$ cat config.mk
export PLATFORM = sky130hd
export DESIGN_NAME = uart_tx_buffer
export DESIGN_NICKNAME = d
export VERILOG_FILES = /design/src/rtl/uart_tx_pkg.sv /design/src/rtl/uart_tx_fifo.sv /design/src/rtl/uart_tx_buffer.sv
export SDC_FILE = /design/constraint.sdc
export NUM_CORES = 1
export LEC_CHECK = 0
export BUFFER_PORTS_ARGS = -buffer_cell sky130_fd_sc_hd__buf_2
export CAP_MARGIN = 20
export CORE_AREA = 5 5 107 149
export CTS_CLUSTER_DIAMETER = 60
export DETAILED_ROUTE_END_ITERATION = 7
export DIE_AREA = 0 0 112 154
export RECOVER_POWER = 100
export SLEW_MARGIN = 20
export SYNTH_ARGS = -nofsm -noshare
export SYNTH_HDL_FRONTEND = slang
export SYNTH_HIERARCHICAL = 1
export SYNTH_SLANG_ARGS = --single-unit
$ cat constraint.sdc
create_clock -name clock -period 4.3 [get_ports clock]
set_input_delay 0.43 -clock clock [delete_from_list [all_inputs] [get_ports clock]]
set_output_delay 0.43 -clock clock [all_outputs]
set_load 0.02 [all_outputs]
$ cat src/rtl/uart_tx_pkg.sv
`default_nettype none
// ============================================================================
//  Module   : uart_tx_pkg
//  Purpose  : Shared types and constants for the UART transmit buffer.
//             Holds the transmit FSM state encoding, the number of data bits
//             per frame and the default bit period in clocks.
//  Revision : 1.0  initial release
// ============================================================================
package uart_tx_pkg;

    localparam int DATA_BITS            = 8;
    // 100 MHz system clock / 115200 baud
    localparam int DEFAULT_CLKS_PER_BIT = 868;

    // PARITY is always part of the encoding so the state width does not
    // change between builds; it is only reachable with UART_TX_PARITY_EN.
    typedef enum logic [2:0] {
        IDLE   = 3'd0,
        START  = 3'd1,
        DATA   = 3'd2,
        PARITY = 3'd3,
        STOP   = 3'd4
    } txState_t;

endpackage
`default_nettype wire

$ cat src/rtl/uart_tx_fifo.sv
`default_nettype none
// ============================================================================
//  Module   : uart_tx_fifo
//  Purpose  : Circular byte buffer feeding the UART serialiser.
//             A push is accepted when not full, or when a pop happens in the
//             same cycle. A push that is refused sets a sticky overflow flag.
//  Ports    : clock, reset     - system clock, synchronous active-high reset
//             pushReq/pushData - write strobe and byte
//             popReq           - remove head entry (ignored when empty)
//             headData         - current head entry
//             fifoFull/Empty   - count == DEPTH / count == 0
//             overflow         - sticky dropped-push indicator
//  Revision : 1.0  initial release
// ============================================================================
module uart_tx_fifo
    import uart_tx_pkg::*;
#(
    parameter int DEPTH = 16
) (
    input  logic                 clock,
    input  logic                 reset,
    input  logic                 pushReq,
    input  logic [DATA_BITS-1:0] pushData,
    input  logic                 popReq,
    output logic [DATA_BITS-1:0] headData,
    output logic                 fifoFull,
    output logic                 fifoEmpty,
    output logic                 overflow
);

    localparam int c_PTR_W = $clog2(DEPTH);
    localparam int c_CNT_W = c_PTR_W + 1;

    logic [DATA_BITS-1:0] r_mem [DEPTH];
    logic [c_PTR_W-1:0]   r_wrPtr;
    logic [c_PTR_W-1:0]   r_rdPtr;
    logic [c_CNT_W-1:0]   r_count;
    logic                 r_overflow;

    logic w_popAcc;
    logic w_pushAcc;

    // Pops are judged against the registered empty flag, so a byte written
    // into an empty buffer only becomes visible on the following cycle.
    assign w_popAcc  = popReq && !fifoEmpty;
    assign w_pushAcc = pushReq && (!fifoFull || w_popAcc);

    assign fifoFull  = (r_count == c_CNT_W'(DEPTH));
    assign fifoEmpty = (r_count == '0);
    assign overflow  = r_overflow;
    assign headData  = r_mem[r_rdPtr];

    always_ff @(posedge clock) begin
        if (reset) begin
            r_wrPtr    <= '0;
            r_rdPtr    <= '0;
            r_count    <= '0;
            r_overflow <= 1'b0;
        end else begin
            if (w_pushAcc) begin
                r_wrPtr <= r_wrPtr + c_PTR_W'(1);
            end
            if (w_popAcc) begin
                r_rdPtr <= r_rdPtr + c_PTR_W'(1);
            end
            if (w_pushAcc && !w_popAcc) begin
                r_count <= r_count + c_CNT_W'(1);
            end else if (w_popAcc && !w_pushAcc) begin
                r_count <= r_count - c_CNT_W'(1);
            end
            if (pushReq && !w_pushAcc) begin
                r_overflow <= 1'b1;
            end
        end
    end

    // Storage carries no reset; only entries between the pointers are read.
    always_ff @(posedge clock) begin
        if (w_pushAcc) begin
            r_mem[r_wrPtr] <= pushData;
        end
    end

endmodule
`default_nettype wire

$ cat src/rtl/uart_tx_buffer.sv
`default_nettype none
// ============================================================================
//  Module   : uart_tx_buffer
//  Purpose  : Buffered UART transmitter for the debug unit. Bytes pushed with
//             writeFifoFlag are queued and sent LSB-first as 8N1 frames.
//             uartDataSent pulses on the last clock of each stop bit.
//             holdTx blocks new frames but never truncates one in progress.
//  Ports    : clock, reset    - system clock, synchronous active-high reset
//             writeFifoFlag   - push dataIn this cycle
//             dataIn          - byte to transmit
//             holdTx          - suppress frame starts while high
//             txLine          - serial output, idle high
//             uartDataSent    - one-cycle completion pulse per byte
//             fifoFull/Empty  - buffer occupancy flags
//             overflow        - sticky dropped-push flag
//             txBusy          - a frame is in progress
//  Options  : UART_TX_PARITY_EN - insert an even-parity bit (8E1 framing)
//  Revision : 1.0  initial release
// ============================================================================
module uart_tx_buffer
    import uart_tx_pkg::*;
#(
    parameter int DEPTH        = 16,
    parameter int CLKS_PER_BIT = DEFAULT_CLKS_PER_BIT
) (
    input  logic                 clock,
    input  logic                 reset,
    input  logic                 writeFifoFlag,
    input  logic [DATA_BITS-1:0] dataIn,
    input  logic                 holdTx,
    output logic                 txLine,
    output logic                 uartDataSent,
    output logic                 fifoFull,
    output logic                 fifoEmpty,
    output logic                 overflow,
    output logic                 txBusy
);

    localparam int c_TICK_W = $clog2(CLKS_PER_BIT);
    localparam int c_BIT_W  = $clog2(DATA_BITS);
    localparam logic [c_TICK_W-1:0] c_TICK_MAX = c_TICK_W'(CLKS_PER_BIT - 1);
    localparam logic [c_BIT_W-1:0]  c_BIT_LAST = c_BIT_W'(DATA_BITS - 1);

    txState_t             r_state;
    txState_t             w_stateNext;
    logic [c_TICK_W-1:0]  r_tickCnt;
    logic [c_BIT_W-1:0]   r_bitIdx;
    logic [DATA_BITS-1:0] r_shift;
`ifdef UART_TX_PARITY_EN
    logic                 r_parity;
`endif

    logic                 w_pop;
    logic                 w_bitEnd;
    logic                 w_txLine;
    logic                 w_dataSent;
    logic [DATA_BITS-1:0] w_headData;

    uart_tx_fifo #(
        .DEPTH (DEPTH)
    ) u_fifo (
        .clock     (clock),
        .reset     (reset),
        .pushReq   (writeFifoFlag),
        .pushData  (dataIn),
        .popReq    (w_pop),
        .headData  (w_headData),
        .fifoFull  (fifoFull),
        .fifoEmpty (fifoEmpty),
        .overflow  (overflow)
    );

    assign w_bitEnd     = (r_tickCnt == c_TICK_MAX);
    assign txLine       = w_txLine;
    assign uartDataSent = w_dataSent;
    assign txBusy       = (r_state != IDLE);

    always_ff @(posedge clock) begin
        if (reset) begin
            r_state   <= IDLE;
            r_tickCnt <= '0;
            r_bitIdx  <= '0;
            r_shift   <= '0;
`ifdef UART_TX_PARITY_EN
            r_parity  <= 1'b0;
`endif
        end else begin
            r_state <= w_stateNext;
            if (w_pop) begin
                r_shift   <= w_headData;
                r_tickCnt <= '0;
                r_bitIdx  <= '0;
`ifdef UART_TX_PARITY_EN
                r_parity  <= ^w_headData;
`endif
            end else if (r_state != IDLE) begin
                r_tickCnt <= w_bitEnd ? '0 : r_tickCnt + c_TICK_W'(1);
                if ((r_state == DATA) && w_bitEnd) begin
                    r_shift  <= {1'b0, r_shift[DATA_BITS-1:1]};
                    r_bitIdx <= r_bitIdx + c_BIT_W'(1);
                end
            end
        end
    end

    always_comb begin
        w_stateNext = r_state;
        w_pop       = 1'b0;
        w_txLine    = 1'b1;
        w_dataSent  = 1'b0;
        case (r_state)
            IDLE: begin
                // holdTx only matters here, so a raised hold lets the
                // current frame run to its stop bit.
                if (!fifoEmpty && !holdTx) begin
                    w_pop       = 1'b1;
                    w_stateNext = START;
                end
            end
            START: begin
                w_txLine = 1'b0;
                if (w_bitEnd) begin
                    w_stateNext = DATA;
                end
            end
            DATA: begin
                w_txLine = r_shift[0];
                if (w_bitEnd && (r_bitIdx == c_BIT_LAST)) begin
`ifdef UART_TX_PARITY_EN
                    w_stateNext = PARITY;
`else
                    w_stateNext = STOP;
`endif
                end
            end
`ifdef UART_TX_PARITY_EN
            PARITY: begin
                w_txLine = r_parity;
                if (w_bitEnd) begin
                    w_stateNext = STOP;
                end
            end
`endif
            STOP: begin
                w_txLine = 1'b1;
                if (w_bitEnd) begin
                    w_dataSent  = 1'b1;
                    w_stateNext = IDLE;
                end
            end
            default: begin
                w_stateNext = IDLE;
            end
        endcase
    end

endmodule
`default_nettype wire

==> qor.yml <==
timing:
  rsz0062_at_grt: "false"
  holdWs_ps: 345
  setup_ws_ps: 541
  max_freq_mhz: 266
  skew_ps: 9.67
  worst_pin_slew_ps: 1290
  hold_violations: 0
  drv_slew: 0
  finalCritPeriodShare: 0.874
  layout_min_cycle_time_ps: 3760
  fin_setup_tns_ps: 0
  finalSetupViolations: 0
  slew_headroom: 0.139
clocking:
  clk_pin_slew_ps: 70
  cts-root-buf: "clkbuf_16"
  cts.sinks: 170
  post-cts-setup-buffers: 0
  htree_levels: 4
  clock_latency_ps: 420
  cts_buffers: 17
  tritoncts: "built"
  clockBufferDepth: 2
  cts_hold_buf: 0
  ctsResizeCount: 0
synth:
  ys.flop_type: "edfxtp_1"
  synthesis.area_um2: 7000
  synth.area.top_cells: "edfxtp_1, dfxtp_1, mux4_2"
  yosysSeqAreaShare: 0.669
  synth_top_area_share: 0.549
  synthCells: 442
  synth_nets: 467
  avgSynthCellArea_um2: 15.8
  ys_ff_latch: 170
  yosys_warnings: 6
  synth_edf_count: 128
  yosys.area.top_type: "edfxtp_1"
  ys_types: 53
  async_flop_share: 0
setup_path:
  path_class: "register to register"
  cp-end-kind: "register"
  rrSetupSlack_ps: 540
  cpPeakStageDelay_ps: 750
  cp.arrival_ps: 4070
  r2r-start: "u_fifo/r_count[0]$_SDFFE_PP0P_"
  reg2reg_to: "u_fifo/r_count[4]$_SDFFE_PP0P_"
  crit_required_ps: 4610
  slowest_stage: "or4_1"
  ff2ff_path_depth: 13
  path_max_fanout: 12
  worstSetupStartpointType: "register"
  crit_path_cell_trace: "or4_1 > nor2_1 > or3_1 > clkinv_4 > o31ai_4 > inv_1 > ha_1 > inv_1 > ha_1 > a21oi_1 > a211oi_1 > a31oi_1 > mux2_2"
floorplan:
  die_w_um: 112
  die_h_um: 154
  rows: 52
  die-area_um2: 17200
  ios: 18
  core_um2: 14400
  start_util: 0.487
grt:
  grt_first_pass_wirelength_um: 20800
  grtUsageTotal: 0.158
  gr-total-overflow: 0
  antenna_found_initial: 0
  grt_pass1_vias: 3862
  grt_max_degree: 34
routing:
  route.detailed.drc: 0
  antenna_left: 0
  first_pass_iters: 4
  wire_per_inst_um: 19.2
  vias_per_cell: 5.59
  drt_iter0_drc: 174
  vias: 3709
  wl_um: 12700
cells_and_area:
  final_cell_mix: "edfxtp_1, nor2_1, dfxtp_1"
  drive_gt1_frac: 0.165
  nets: 486
  syn_to_final_growth_pct: 10.5
  antenna_cells: 0
  post-route-util: 0.538
  layout_commonest_cell: "edfxtp_1"
place:
  portBuffers: 17
  place_congestion: 0.724
  pre_cts_ws_ps: 749
  dp_hpwl_um: 8750
flow_run:
  cap_violations: 0
hold_path:
  hold_depth: 4
  min_delay_worst_endpoint: "r_state[0]$_SDFFE_PP0P_"
  hold_path_class: "primary input to register"
  hold_start: "holdTx"
power_and_ir_drop:
  irDropWorstVdd_mv: 0.306
  p_leak_uw: 0.00257
  power_density_nw_per_um2: 550
run_status:
  status: "completed"
[worst max-delay path, delay by kind of cell (launching register included)]
| family | cells | cell delay [ps] |
|---|---|---|
| AND/OR/NAND/NOR | 3 | 1200 |
| multiplexers | 1 | 340 |
| buffers and inverters | 3 | 380 |
| flip-flops | 1 | 350 |
| adder cells (fa/ha/maj) | 2 | 520 |
| AO/OA/AOI/OAI | 4 | 860 |
[synth_stat cells (4+ instances only)]
cell        n
a211oi_2    7
clkbuf_1   10
a22oi_1    16
mux2i_1    11
nand2b_1    5
nor2_1     50
nand2_1    20
nor3_1     11
mux4_2     32
dfxtp_1    42
buf_6       4
inv_1       5
xor2_1      8
edfxtp_1  128
buf_2       5
xnor2_1     9
ha_1       12
a21oi_1    10
nand3_1     7
[registers in the layout, indices dropped and copies added (netlist names), named ones only]
signal	count
r_bitIdx	3
r_shift	8
r_state	3
r_tickCnt	10
u_fifo/overflow	1
u_fifo/r_count	5
u_fifo/r_mem	128
u_fifo/r_rdPtr	4
u_fifo/r_wrPtr	4
[final cells by class]
type | instances | area, um^2
multi-input combinational | 241 | 2120
sequential | 170 | 4680
clock buffer | 18 | 429
tap | 189 | 236
fill | 1185 | 6640
inverter | 7 | 31.3
clock inverter | 14 | 136
timing repair buffer | 24 | 103
[metrics by stage]
step	std cells	area [um^2]	power, uW
detailed placement	631	7250	2890
global placement	631	7250	2870
finish	663	7740	4260
floorplan	442	7000	2700
global route	663	7740	4480
CTS	663	7810	4350
[power by group]
part	total, uW	internal [uW]	switching [uW]
sequential	1980	1870	113
clock	1450	809	642
combinational	825	381	444
[kinds of logic (layout without fill, tap and decap cells)]
family,Yosys count,in the layout,share of synthesized area
muxes,44,44,0.120
buffers and inverters,31,63,0.0234
xor gates and xnor gates,17,17,0.0213
AOI/OAI and AO/OA,47,47,0.0559
and+or+nand+nor,120,120,0.0859
DFF,170,170,0.669
adders and majority gates,13,13,0.0243
[how the worst max path moves through the flow]
| stage | from | depth (start not counted) | endpoint | slack, ps |
|---|---|---|---|---|
| 2_1_floorplan | u_fifo/r_count[0]$_SDFFE_PP0P_ | 15 | u_fifo/r_count[4]$_SDFFE_PP0P_ | 690 |
| 3_3_place_gp | u_fifo/r_count[0]$_SDFFE_PP0P_ | 13 | u_fifo/r_count[4]$_SDFFE_PP0P_ | 860 |
| 3_5_place_dp | u_fifo/r_count[0]$_SDFFE_PP0P_ | 13 | u_fifo/r_count[4]$_SDFFE_PP0P_ | 750 |
| 4_1_cts | u_fifo/r_count[0]$_SDFFE_PP0P_ | 13 | u_fifo/r_count[4]$_SDFFE_PP0P_ | 710 |
| 5_1_grt | u_fifo/r_count[0]$_SDFFE_PP0P_ | 13 | u_fifo/r_count[4]$_SDFFE_PP0P_ | 340 |
| 6_report | u_fifo/r_count[0]$_SDFFE_PP0P_ | 13 | u_fifo/r_count[4]$_SDFFE_PP0P_ | 540 |
[per-layer routing]
metal  vias up  part of all wire  global-route usage
li1       1744                 -                   -
met1      1891              0.41               0.183
met2        61              0.55               0.284
met3        13             0.027              0.0397
met4         0             0.012              0.0561
met5         -                 0                   0
(Power assumes the default switching activity.)
